==> config.mk <==
export PLATFORM = sky130hd
export DESIGN_NAME = jtkunio_ba0_arb_flat
export DESIGN_NICKNAME = d
export VERILOG_FILES = /design/src/rtl/jtkunio_ba0_arb_if.sv /design/src/rtl/jtkunio_ba0_arb.sv /design/src/flat_wrapper.sv
export SDC_FILE = /design/constraint.sdc
export NUM_CORES = 1
export LEC_CHECK = 0
export ABC_CLOCK_PERIOD_IN_PS = 4950
export BUFFER_PORTS_ARGS = -buffer_cell sky130_fd_sc_hd__buf_2
export CORE_MARGIN = 2
export CORE_UTILIZATION = 50
export DETAILED_ROUTE_END_ITERATION = 6
export PLACE_DENSITY = 0.74
export REMOVE_ABC_BUFFERS = 1
export SLEW_MARGIN = 30
export SYNTH_ARGS = -nofsm -noshare
export SYNTH_HDL_FRONTEND = slang
export SYNTH_SLANG_ARGS = --single-unit
==> constraint.sdc <==
create_clock -name clk -period 4.95 [get_ports clk]
set_input_delay 0.7425 -clock clk [delete_from_list [all_inputs] [get_ports clk]]
set_output_delay 0.7425 -clock clk [all_outputs]
set_load 0.03 [all_outputs]
==> src/rtl/jtkunio_ba0_arb_if.sv <==
// Bank-0 SDRAM read channel between the ROM arbiter and the SDRAM controller.
//   ba0_addr  : word address of the read (arbiter -> controller)
//   ba_rd     : read request, held until ba_ack (arbiter -> controller)
//   ba_ack    : controller accepted the request (controller -> arbiter)
//   ba_rdy    : data_read valid, single-cycle pulse (controller -> arbiter)
//   data_read : 16-bit read word (controller -> arbiter)
interface jtkunio_ba0_arb_if;
  logic [21:0] ba0_addr;
  logic        ba_rd;
  logic        ba_ack;
  logic        ba_rdy;
  logic [15:0] data_read;

  modport master (
    output ba0_addr,
    output ba_rd,
    input  ba_ack,
    input  ba_rdy,
    input  data_read
  );

  modport slave (
    input  ba0_addr,
    input  ba_rd,
    output ba_ack,
    output ba_rdy,
    output data_read
  );
endinterface

==> src/rtl/jtkunio_ba0_arb.sv <==
// Bank-0 SDRAM arbiter for the kunio ROM requesters (main CPU, sound CPU, PCM fetch).
// Each requester owns a one-word cache (tag, valid, 16-bit word). Hits answer combinationally;
// misses are granted round-robin onto a single read channel and fill the cache on ba_rdy.
// Ports:
//   clk, rst_n            : clock and synchronous active-low reset
//   downloading           : blocks new grants and keeps every cache invalid
//   main_/snd_/pcm_cs     : request strobes
//   main_/snd_/pcm_addr   : byte addresses (16/15/17 bits)
//   main_/snd_/pcm_data   : selected byte of the cached word
//   main_/snd_/pcm_ok     : data valid for the current address
//   ba                    : bank-0 read channel (master side)
module jtkunio_ba0_arb #(
  parameter logic [21:0] MAIN_OFFSET = 22'h00000,
  parameter logic [21:0] SND_OFFSET  = 22'h08000,
  parameter logic [21:0] PCM_OFFSET  = 22'h0C000
) (
  input  logic               clk,
  input  logic               rst_n,
  input  logic               downloading,
  input  logic               main_cs,
  input  logic [15:0]        main_addr,
  output logic [7:0]         main_data,
  output logic               main_ok,
  input  logic               snd_cs,
  input  logic [14:0]        snd_addr,
  output logic [7:0]         snd_data,
  output logic               snd_ok,
  input  logic               pcm_cs,
  input  logic [16:0]        pcm_addr,
  output logic [7:0]         pcm_data,
  output logic               pcm_ok,
  jtkunio_ba0_arb_if.master  ba
);

  typedef enum logic [1:0] {StIdle, StReq, StWait} state_e;

  // Requester index: 0 main, 1 sound, 2 PCM.
  state_e      state_q, state_d;
  logic [21:0] addr_q, addr_d;
  logic [15:0] waddr_q, waddr_d;
  logic [1:0]  gnt_q, gnt_d;
  logic [1:0]  ptr_q, ptr_d;
  logic [15:0] tag_q  [3];
  logic [15:0] tag_d  [3];
  logic [15:0] word_q [3];
  logic [15:0] word_d [3];
  logic [2:0]  valid_q, valid_d;

  logic [15:0] req_waddr [3];
  logic [2:0]  cs_vec, hit, miss;
  logic [1:0]  c0, c1, c2, gnt_sel;
  logic        any_miss, start, capture;

  function automatic logic [1:0] rr_next(input logic [1:0] i);
    return (i == 2'd2) ? 2'd0 : i + 2'd1;
  endfunction

  function automatic logic [21:0] offset_of(input logic [1:0] i);
    case (i)
      2'd0:    return MAIN_OFFSET;
      2'd1:    return SND_OFFSET;
      default: return PCM_OFFSET;
    endcase
  endfunction

  // Tags are word addresses, zero-extended to a common 16-bit width.
  always_comb begin
    req_waddr[0] = {1'b0, main_addr[15:1]};
    req_waddr[1] = {2'b00, snd_addr[14:1]};
    req_waddr[2] = pcm_addr[16:1];
    cs_vec       = {pcm_cs, snd_cs, main_cs};
    for (int i = 0; i < 3; i++) begin
      hit[i] = valid_q[i] && (tag_q[i] == req_waddr[i]);
    end
    miss = cs_vec & ~hit;
  end

  assign main_ok   = main_cs & hit[0];
  assign snd_ok    = snd_cs  & hit[1];
  assign pcm_ok    = pcm_cs  & hit[2];
  assign main_data = main_addr[0] ? word_q[0][15:8] : word_q[0][7:0];
  assign snd_data  = snd_addr[0]  ? word_q[1][15:8] : word_q[1][7:0];
  assign pcm_data  = pcm_addr[0]  ? word_q[2][15:8] : word_q[2][7:0];

  // ptr_q names the requester with top priority; search wraps from there.
  always_comb begin
    c0       = ptr_q;
    c1       = rr_next(c0);
    c2       = rr_next(c1);
    any_miss = |miss;
    gnt_sel  = c2;
    if (miss[c1]) gnt_sel = c1;
    if (miss[c0]) gnt_sel = c0;
  end

  assign start   = (state_q == StIdle) && !downloading && any_miss;
  // ack and rdy together in REQ complete the transfer without visiting WAIT.
  assign capture = ((state_q == StReq) && ba.ba_ack && ba.ba_rdy) ||
                   ((state_q == StWait) && ba.ba_rdy);

  // State register.
  always_ff @(posedge clk) begin
    if (!rst_n) state_q <= StIdle;
    else        state_q <= state_d;
  end

  // Next-state logic.
  always_comb begin
    state_d = state_q;
    case (state_q)
      StIdle:  if (start) state_d = StReq;
      StReq:   if (ba.ba_ack) state_d = ba.ba_rdy ? StIdle : StWait;
      StWait:  if (ba.ba_rdy) state_d = StIdle;
      default: state_d = StIdle;
    endcase
  end

  // Channel outputs.
  always_comb begin
    ba.ba_rd    = (state_q == StReq);
    ba.ba0_addr = addr_q;
  end

  // Grant latch and cache fill.
  always_comb begin
    addr_d  = addr_q;
    waddr_d = waddr_q;
    gnt_d   = gnt_q;
    ptr_d   = ptr_q;
    tag_d   = tag_q;
    word_d  = word_q;
    valid_d = valid_q;
    if (start) begin
      gnt_d   = gnt_sel;
      waddr_d = req_waddr[gnt_sel];
      addr_d  = offset_of(gnt_sel) + {6'd0, req_waddr[gnt_sel]};
    end
    if (capture) begin
      ptr_d = rr_next(gnt_q);
      if (!downloading) begin
        word_d[gnt_q]  = ba.data_read;
        tag_d[gnt_q]   = waddr_q;
        valid_d[gnt_q] = 1'b1;
      end
    end
    // ROM contents may change under download: nothing cached survives it.
    if (downloading) valid_d = '0;
  end

  always_ff @(posedge clk) begin
    if (!rst_n) begin
      addr_q  <= '0;
      waddr_q <= '0;
      gnt_q   <= '0;
      ptr_q   <= '0;
      valid_q <= '0;
      for (int i = 0; i < 3; i++) begin
        tag_q[i]  <= '0;
        word_q[i] <= '0;
      end
    end else begin
      addr_q  <= addr_d;
      waddr_q <= waddr_d;
      gnt_q   <= gnt_d;
      ptr_q   <= ptr_d;
      tag_q   <= tag_d;
      word_q  <= word_d;
      valid_q <= valid_d;
    end
  end

endmodule

==> src/flat_wrapper.sv <==
// flat-port wrapper written by rule: the top's interface ports become plain ports
module jtkunio_ba0_arb_flat 
#(
  parameter logic [21:0] MAIN_OFFSET = 22'h00000,
  parameter logic [21:0] SND_OFFSET  = 22'h08000,
  parameter logic [21:0] PCM_OFFSET  = 22'h0C000
)
  (clk, rst_n, downloading, main_cs, main_addr, main_data, main_ok, snd_cs, snd_addr, snd_data, snd_ok, pcm_cs, pcm_addr, pcm_data, pcm_ok, ba_ba0_addr, ba_ba_rd, ba_ba_ack, ba_ba_rdy, ba_data_read);
  jtkunio_ba0_arb_if ba_i ();
  input  logic clk;
  input  logic rst_n;
  input  logic downloading;
  input  logic main_cs;
  input  logic [15:0] main_addr;
  output logic [7:0] main_data;
  output logic main_ok;
  input  logic snd_cs;
  input  logic [14:0] snd_addr;
  output logic [7:0] snd_data;
  output logic snd_ok;
  input  logic pcm_cs;
  input  logic [16:0] pcm_addr;
  output logic [7:0] pcm_data;
  output logic pcm_ok;
  output wire logic [$bits(ba_i.ba0_addr)-1:0] ba_ba0_addr;
  output wire logic [$bits(ba_i.ba_rd)-1:0] ba_ba_rd;
  input wire logic [$bits(ba_i.ba_ack)-1:0] ba_ba_ack;
  input wire logic [$bits(ba_i.ba_rdy)-1:0] ba_ba_rdy;
  input wire logic [$bits(ba_i.data_read)-1:0] ba_data_read;
  assign ba_ba0_addr = ba_i.ba0_addr;
  assign ba_ba_rd = ba_i.ba_rd;
  assign ba_i.ba_ack = ba_ba_ack;
  assign ba_i.ba_rdy = ba_ba_rdy;
  assign ba_i.data_read = ba_data_read;
  jtkunio_ba0_arb #(.MAIN_OFFSET(MAIN_OFFSET), .SND_OFFSET(SND_OFFSET), .PCM_OFFSET(PCM_OFFSET)) u_core (.clk(clk), .rst_n(rst_n), .downloading(downloading), .main_cs(main_cs), .main_addr(main_addr), .main_data(main_data), .main_ok(main_ok), .snd_cs(snd_cs), .snd_addr(snd_addr), .snd_data(snd_data), .snd_ok(snd_ok), .pcm_cs(pcm_cs), .pcm_addr(pcm_addr), .pcm_data(pcm_data), .pcm_ok(pcm_ok), .ba(ba_i));
endmodule
==> flow_metrics.env, run 1 <==
export IMPL_status="completed"
export IMPL_required_ns=5.31
export IMPL_antenna_found_initial=1
export IMPL_stdcell_area_um2=6710
export IMPL_cts_path_max_buffers=2
export IMPL_startpoint_type="register"
export IMPL_die_h_um=110
export IMPL_synthCells=695
export IMPL_grt_pass1_vias=4809
export IMPL_instances_no_fill=932
export IMPL_cp_slowest_stage_delay_ns=0.50
export IMPL_maxCapViolCount=0
export IMPL_ir_worst_vdd_mv=0.247
export IMPL_drive_above_1_share_pct=23.6
export IMPL_layout_commonest_cell="nand2_1"
export IMPL_period_share_pct=67.4
export IMPL_p_per_area_nw_per_um2=360
export IMPL_slew_violations=0
export IMPL_synth_fa_ha_area_share_pct=0.446
export IMPL_yosys_warnings=0
export IMPL_overflow=0
export IMPL_ant_nets=0
export IMPL_syn_to_final_growth_pct=19.7
export IMPL_drc=0
export IMPL_ys_seq_area_share_pct=44.3
export IMPL_synth_simple_gate_area_share_pct=20.2
export IMPL_clk_latency_ns=0.52
export IMPL_critPathCaptureType="register"
export IMPL_cts_repair_resized=0
export IMPL_cts_max_level=4
export IMPL_ys_ff_latch=124
export IMPL_clkSinkCount=124
export IMPL_core_area_um2=10900
export IMPL_max_freq_mhz=300
export IMPL_final_cell_mix="201 x nand2_1, 124 x dfxtp_1, 116 x buf_2"
export IMPL_cts_tree="done"
export IMPL_ys_types=41
export IMPL_dieArea_um2=12100
export IMPL_cp_max_fo=6
export IMPL_worstSetupPathType="register to register"
export IMPL_first_iter_violations=313
export IMPL_nNetsFinal=855
export IMPL_skew_ns=0.00588
export IMPL_vias=5077
export IMPL_final_min_clock_period_ns=3.34
export IMPL_wl_per_cell_um=16.4
export IMPL_cts_buffers=17
export IMPL_io_buffers=116
export IMPL_setup_violations=0
export IMPL_slowest_stage="nor3_1"
export IMPL_crit_arrival_ns=3.70
export IMPL_critPathMostFrequentCell="ha_1"
export IMPL_muxShareOfSynthArea_pct=7.32
export IMPL_gr_usage_all_layers_pct=26.2
export IMPL_cts_hold_fix_buffers=0
export IMPL_syn_area_um2=5610
export IMPL_power_total_w=0.00242
export IMPL_hold_violations=0
export IMPL_first_pass_iters=5
export IMPL_cts_reportedPaths_clkPinSlew_ns=0.06
export IMPL_rsz0062_at_grt="false"
export IMPL_post_cts_buffers=0
export IMPL_routabilityCongestion=0.915
export IMPL_io_pins=122
export IMPL_die_w_um=110
export IMPL_grt_start_max_net_pins=104
export IMPL_synth_compound_area_share_pct=13.6
export IMPL_worstPathCellList="nor3b_1, nand4_1, nor4_1, o21ai_0, nor3_1, and4bb_2, or2_2, ha_1, ha_1, nand2_1, a21oi_1"
export IMPL_min_path_type="primary input to register"
export IMPL_via_per_inst=5.45
export IMPL_initial_core_util_pct=51.5
export IMPL_rows=38
export IMPL_antenna_cells=0
export IMPL_finalSetupTns_ns=0
export IMPL_leakage_nw=2.81
export IMPL_tightest_slew_ns=0.783
export IMPL_dp_cells=902
export IMPL_synthXorXnorAreaFrac_pct=7.03
export IMPL_place_area_um2=6150
export IMPL_dp_hpwl_um=10200
export IMPL_relSlewSlack_pct=47.8
export IMPL_wl_um=15300
export IMPL_grt_pass1_wl_um=24000
export IMPL_syn_avg_cell_area_um2=8.07
export IMPL_synth_top_family_by_area="simple AND/OR/NAND/NOR gates"
export IMPL_root_buffer="clkbuf_8"
export IMPL_whs_ns=0.407
sequential cells by signal (all words and copies together) (netlist names):
register	count
u_core.gnt_q	2
u_core.waddr_q	16
u_core.c0	2
u_core.valid_q	3
u_core.tag_q	48
u_core.ba.ba0_addr	3
u_core.word_q	48
u_core.state_q	2
logic make-up after synthesis:
family / Yosys count
other: 1
buffers and inverters: 84
XOR/XNOR: 45
flip-flops: 124
AND/OR/NAND/NOR: 267
AO/OA/AOI/OAI: 134
multiplexers: 38
adder cells (fa/ha/maj): 2
cells in the mapped netlist, drive strengths merged:
cell type / instances / share of area, %
nand2: 201 / 13
dfxtp: 124 / 44
a21oi: 105 / 9.4
clkbuf: 38 / 2.5
xor2: 30 / 4.7
mux2: 24 / 4.8
buf: 23 / 3.0
inv: 23 / 1.5
nand3: 17 / 1.5
xnor2: 15 / 2.3
mux2i: 14 / 2.5
o221ai: 14 / 2.3
nor2: 9 / 0.60
nor4: 9 / 1.0
nand2b: 8 / 0.89
o21ai: 6 / 0.54
nand4: 5 / 0.56
nor3: 5 / 0.45
ha: 2 / 0.45
nand3b: 2 / 0.27
nor2b: 2 / 0.22
o211ai: 2 / 0.27
or2: 2 / 0.22
a211oi: 1 / 0.13
a31o: 1 / 0.16
a31oi: 1 / 0.11
a41o: 1 / 0.20
and2: 1 / 0.11
and4bb: 1 / 0.22
conb: 1 / 0.067
nor3b: 1 / 0.13
nor4b: 1 / 0.16
o2111a: 1 / 0.20
o21a: 1 / 0.13
o311a: 1 / 0.18
or3: 1 / 0.11
or3b: 1 / 0.16
or4: 1 / 0.13
stage by stage:
stage / setup WS, ns / util, %
final: 1.61 / 61.6
after global routing: 1.43 / 61.6
after CTS: 1.63 / 61.6
after detailed placement: 1.34 / 56.5
after global placement: 1.48 / 56.4
after floorplan: 0.842 / -
final cells by class:
cell class              instances  area [µm²]
well taps                     140         175
clock inverters                 8        92.6
inverters                      23        86.3
clock buffers                  22         463
multi-input cells             491        2770
repair buffers                124         644
flip-flops and latches        124        2480
fillers                      1000        4180
routing by layer:
| metal | global-route usage, % | share of wire, % | routed length, µm | up-vias |
|---|---|---|---|---|
| met1 | 33.1 | 43 | 6600 | 2379 |
| met4 | 8.77 | 1.1 | 161 | 0 |
| li1 | - | - | - | 2465 |
| met5 | 0 | 0 | 0 | - |
| met3 | 5.81 | 8.3 | 1280 | 19 |
| met2 | 44.2 | 48 | 7290 | 214 |
power breakdown:
group | internal [W] | leakage (nW) | switching (W)
clock network | 0.000745 | 0.276 | 0.000421
logic | 0.0000739 | 1.53 | 0.000139
registers | 0.00102 | 1.00 | 0.0000219
total | 0.00184 | 2.81 | 0.000582
worst paths after layout:
| check | start | slack (ns) | end | cells past startpoint |
|---|---|---|---|---|
| max | u_core.valid_q[1] | 1.61 | u_core.ba.ba0_addr[15] | 11 |
| min | ba_ba_rdy | 0.41 | u_core.state_q[1] | 2 |
| max reg2reg | u_core.valid_q[1] | 1.61 | u_core.ba.ba0_addr[15] | 11 |
| min reg2reg | u_core.valid_q[1] | 0.44 | u_core.valid_q[1] | 2 |
critical path, delay by kind of cell (launching register included):
kind | cells | cell delay [ns]
compound gates | 2 | 0.26
flops | 1 | 0.32
simple gates | 7 | 2.13
fa+ha+maj | 2 | 0.49
(Power assumes the default switching activity.)
==> inputs of run 2 (changes only) <==
- ABC_CLOCK_PERIOD_IN_PS: 4950 -> 3300
- clock period: 4.95 -> 3.3 ns (I/O delays scaled with it)
==> run 2 against run 1 <==
  * Sequential cell count unchanged
  * Worst hold slack got worse by 0.27 ns
  * Register-to-register slack worse by 1.3 ns
  * Largest cell class unchanged
==> flow_metrics.env, run 2 (synthesized netlist as in run 1, its figures left out) <==
export IMPL_status="completed"
export IMPL_first_iter_violations=413
export IMPL_slowest_stage="nor4_1"
export IMPL_grt_pass1_vias=4852
export IMPL_relSlewSlack_pct=46.9
export IMPL_clk_latency_ns=0.54
export IMPL_finalSetupTns_ns=0
export IMPL_place_area_um2=6200
export IMPL_overflow=0
export IMPL_wl_per_cell_um=16.7
export IMPL_grt_start_max_net_pins=104
export IMPL_setup_ws_ns=0.307
export IMPL_gr_usage_all_layers_pct=27.0
export IMPL_nNetsFinal=863
export IMPL_critPathMostFrequentCell="ha_1"
export IMPL_fin_util_pct=62.0
export IMPL_final_cell_mix="201 x nand2_1, 124 x dfxtp_1, 116 x buf_2"
export IMPL_stdcell_area_um2=6750
export IMPL_die_w_um=110
export IMPL_worstHoldPathCells=2
export IMPL_holdPathEnd="u_core.state_q[1]"
export IMPL_antenna_found_initial=0
export IMPL_dieArea_um2=12100
export IMPL_cts_max_level=4
export IMPL_syn_to_final_growth_pct=20.3
export IMPL_cts_reportedPaths_clkPinSlew_ns=0.05
export IMPL_wl_um=15700
export IMPL_post_cts_buffers=0
export IMPL_worstPathCellList="nor3b_1, nand4_1, nor4_1, nand2b_1, a41o_2, and4bb_2, or2_2, ha_1, ha_1, nand2_1, a21oi_1"
export IMPL_rsz0062_at_grt="false"
export IMPL_io_pins=122
export IMPL_tightest_slew_ns=0.797
export IMPL_layout_commonest_cell="nand2_1"
export IMPL_drive_above_1_share_pct=24.1
export IMPL_reg_top3="u_core.tag_q: 48 flops, u_core.word_q: 48 flops, u_core.waddr_q: 16 flops"
export IMPL_reg2reg_from="u_core.valid_q[1]"
export IMPL_first_pass_iters=5
export IMPL_worstSetupPathType="register to register"
export IMPL_maxCapViolCount=0
export IMPL_dp_hpwl_um=10400
export IMPL_cts_hold_fix_buffers=0
export IMPL_cts_buffers=17
export IMPL_io_buffers=116
export IMPL_core_area_um2=10900
export IMPL_min_delay_start="ba_ba_rdy"
export IMPL_period_share_pct=90.7
export IMPL_p_per_area_nw_per_um2=535
export IMPL_hold_violations=0
export IMPL_ir_worst_vdd_mv=0.399
export IMPL_final_min_clock_period_ns=2.99
export IMPL_cp_slowest_stage_delay_ns=0.45
export IMPL_setup_violations=0
export IMPL_ant_nets=0
export IMPL_cp_max_fo=6
export IMPL_initial_core_util_pct=51.5
export IMPL_timing_rr_end="u_core.ba.ba0_addr[15]"
export IMPL_routabilityCongestion=0.936
export IMPL_leakage_nw=2.84
export IMPL_antenna_cells=0
export IMPL_die_h_um=110
export IMPL_crit_arrival_ns=3.38
export IMPL_via_per_inst=5.43
export IMPL_required_ns=3.68
export IMPL_place_ws_ns=0.0794
export IMPL_drc=0
export IMPL_cp_startpoint="u_core.valid_q[1]"
export IMPL_grt_pass1_wl_um=24200
export IMPL_startpoint_type="register"
export IMPL_vias=5110
export IMPL_clkSinkCount=124
export IMPL_critPathCaptureType="register"
export IMPL_fill_cells=941
export IMPL_reg2reg_depth=11
export IMPL_max_freq_mhz=334
export IMPL_cts_tree="done"
export IMPL_min_path_type="primary input to register"
export IMPL_slew_violations=0
export IMPL_skew_ns=0.00507
export IMPL_cts_repair_resized=0
export IMPL_reg2reg_slack_ns=0.31
export IMPL_root_buffer="clkbuf_8"
export IMPL_rows=38
export IMPL_cts_path_max_buffers=2
[run 2: cell count changes in the layout (fill, tap and decap cells not counted)]
cell,previous run,this run
clkinvlp_4,1,0
buf_4,7,15
clkinv_4,0,1
nor4b_2,0,1
clkbuf_1,2,5
clkbuf_8,4,2
nor4b_4,1,0
[run 2: worst max-delay path, delay by kind of cell, from the launching register on]
kind | cells | cell delay (ns)
adder cells (fa/ha/maj) | 2 | 0.46
AO/OA/AOI/OAI | 2 | 0.33
AND/OR/NAND/NOR | 7 | 1.71
flip-flops | 1 | 0.33
[run 2: power by group]
group	switching (W)	internal, W	total [W]	leakage [nW]
clock	0.000639	0.00108	0.00172	0.269
combinational	0.000211	0.000116	0.000326	1.57
sequential	0.0000317	0.00153	0.00156	1.00
total	0.000881	0.00273	0.00361	2.84
[run 2: worst max path at each step]
stage	slack, ns	depth (start not counted)	to
after global placement	0.11	12	u_core.ba.ba0_addr[15]
after CTS	0.33	11	u_core.ba.ba0_addr[15]
after global routing	0.17	11	u_core.ba.ba0_addr[15]
after floorplan	-0.81	6	u_core.tag_q[0]
final	0.31	11	u_core.ba.ba0_addr[15]
after detailed placement	0.08	12	u_core.ba.ba0_addr[15]
[run 2: area by class of cell]
class	count	area, µm²	area share [%]
Clock buffer	23	447	6.62
Clock inverter	8	93.8	1.39
Inverter	23	86.3	1.28
Multi-Input combinational cell	491	2760	40.9
Sequential cell	124	2480	36.8
Tap cell	140	175	2.60
Timing Repair Buffer	132	704	10.4
[run 2: per-layer routing]
metal | wire (µm) | global-route usage (%)
met5 | 0 | 0
met4 | 206 | 7.78
met3 | 1280 | 8.89
met2 | 7350 | 43.9
met1 | 6840 | 34.0
[run 2: per-stage QoR]
stage	instances	hold WS, ns	total power [W]
finish	941	0.136	0.00361
global route	941	0.123	0.00373
CTS	941	0.114	0.00363
detailed placement	910	0.447	0.00191
global placement	910	0.438	0.00191
floorplan	638	0.421	0.00176
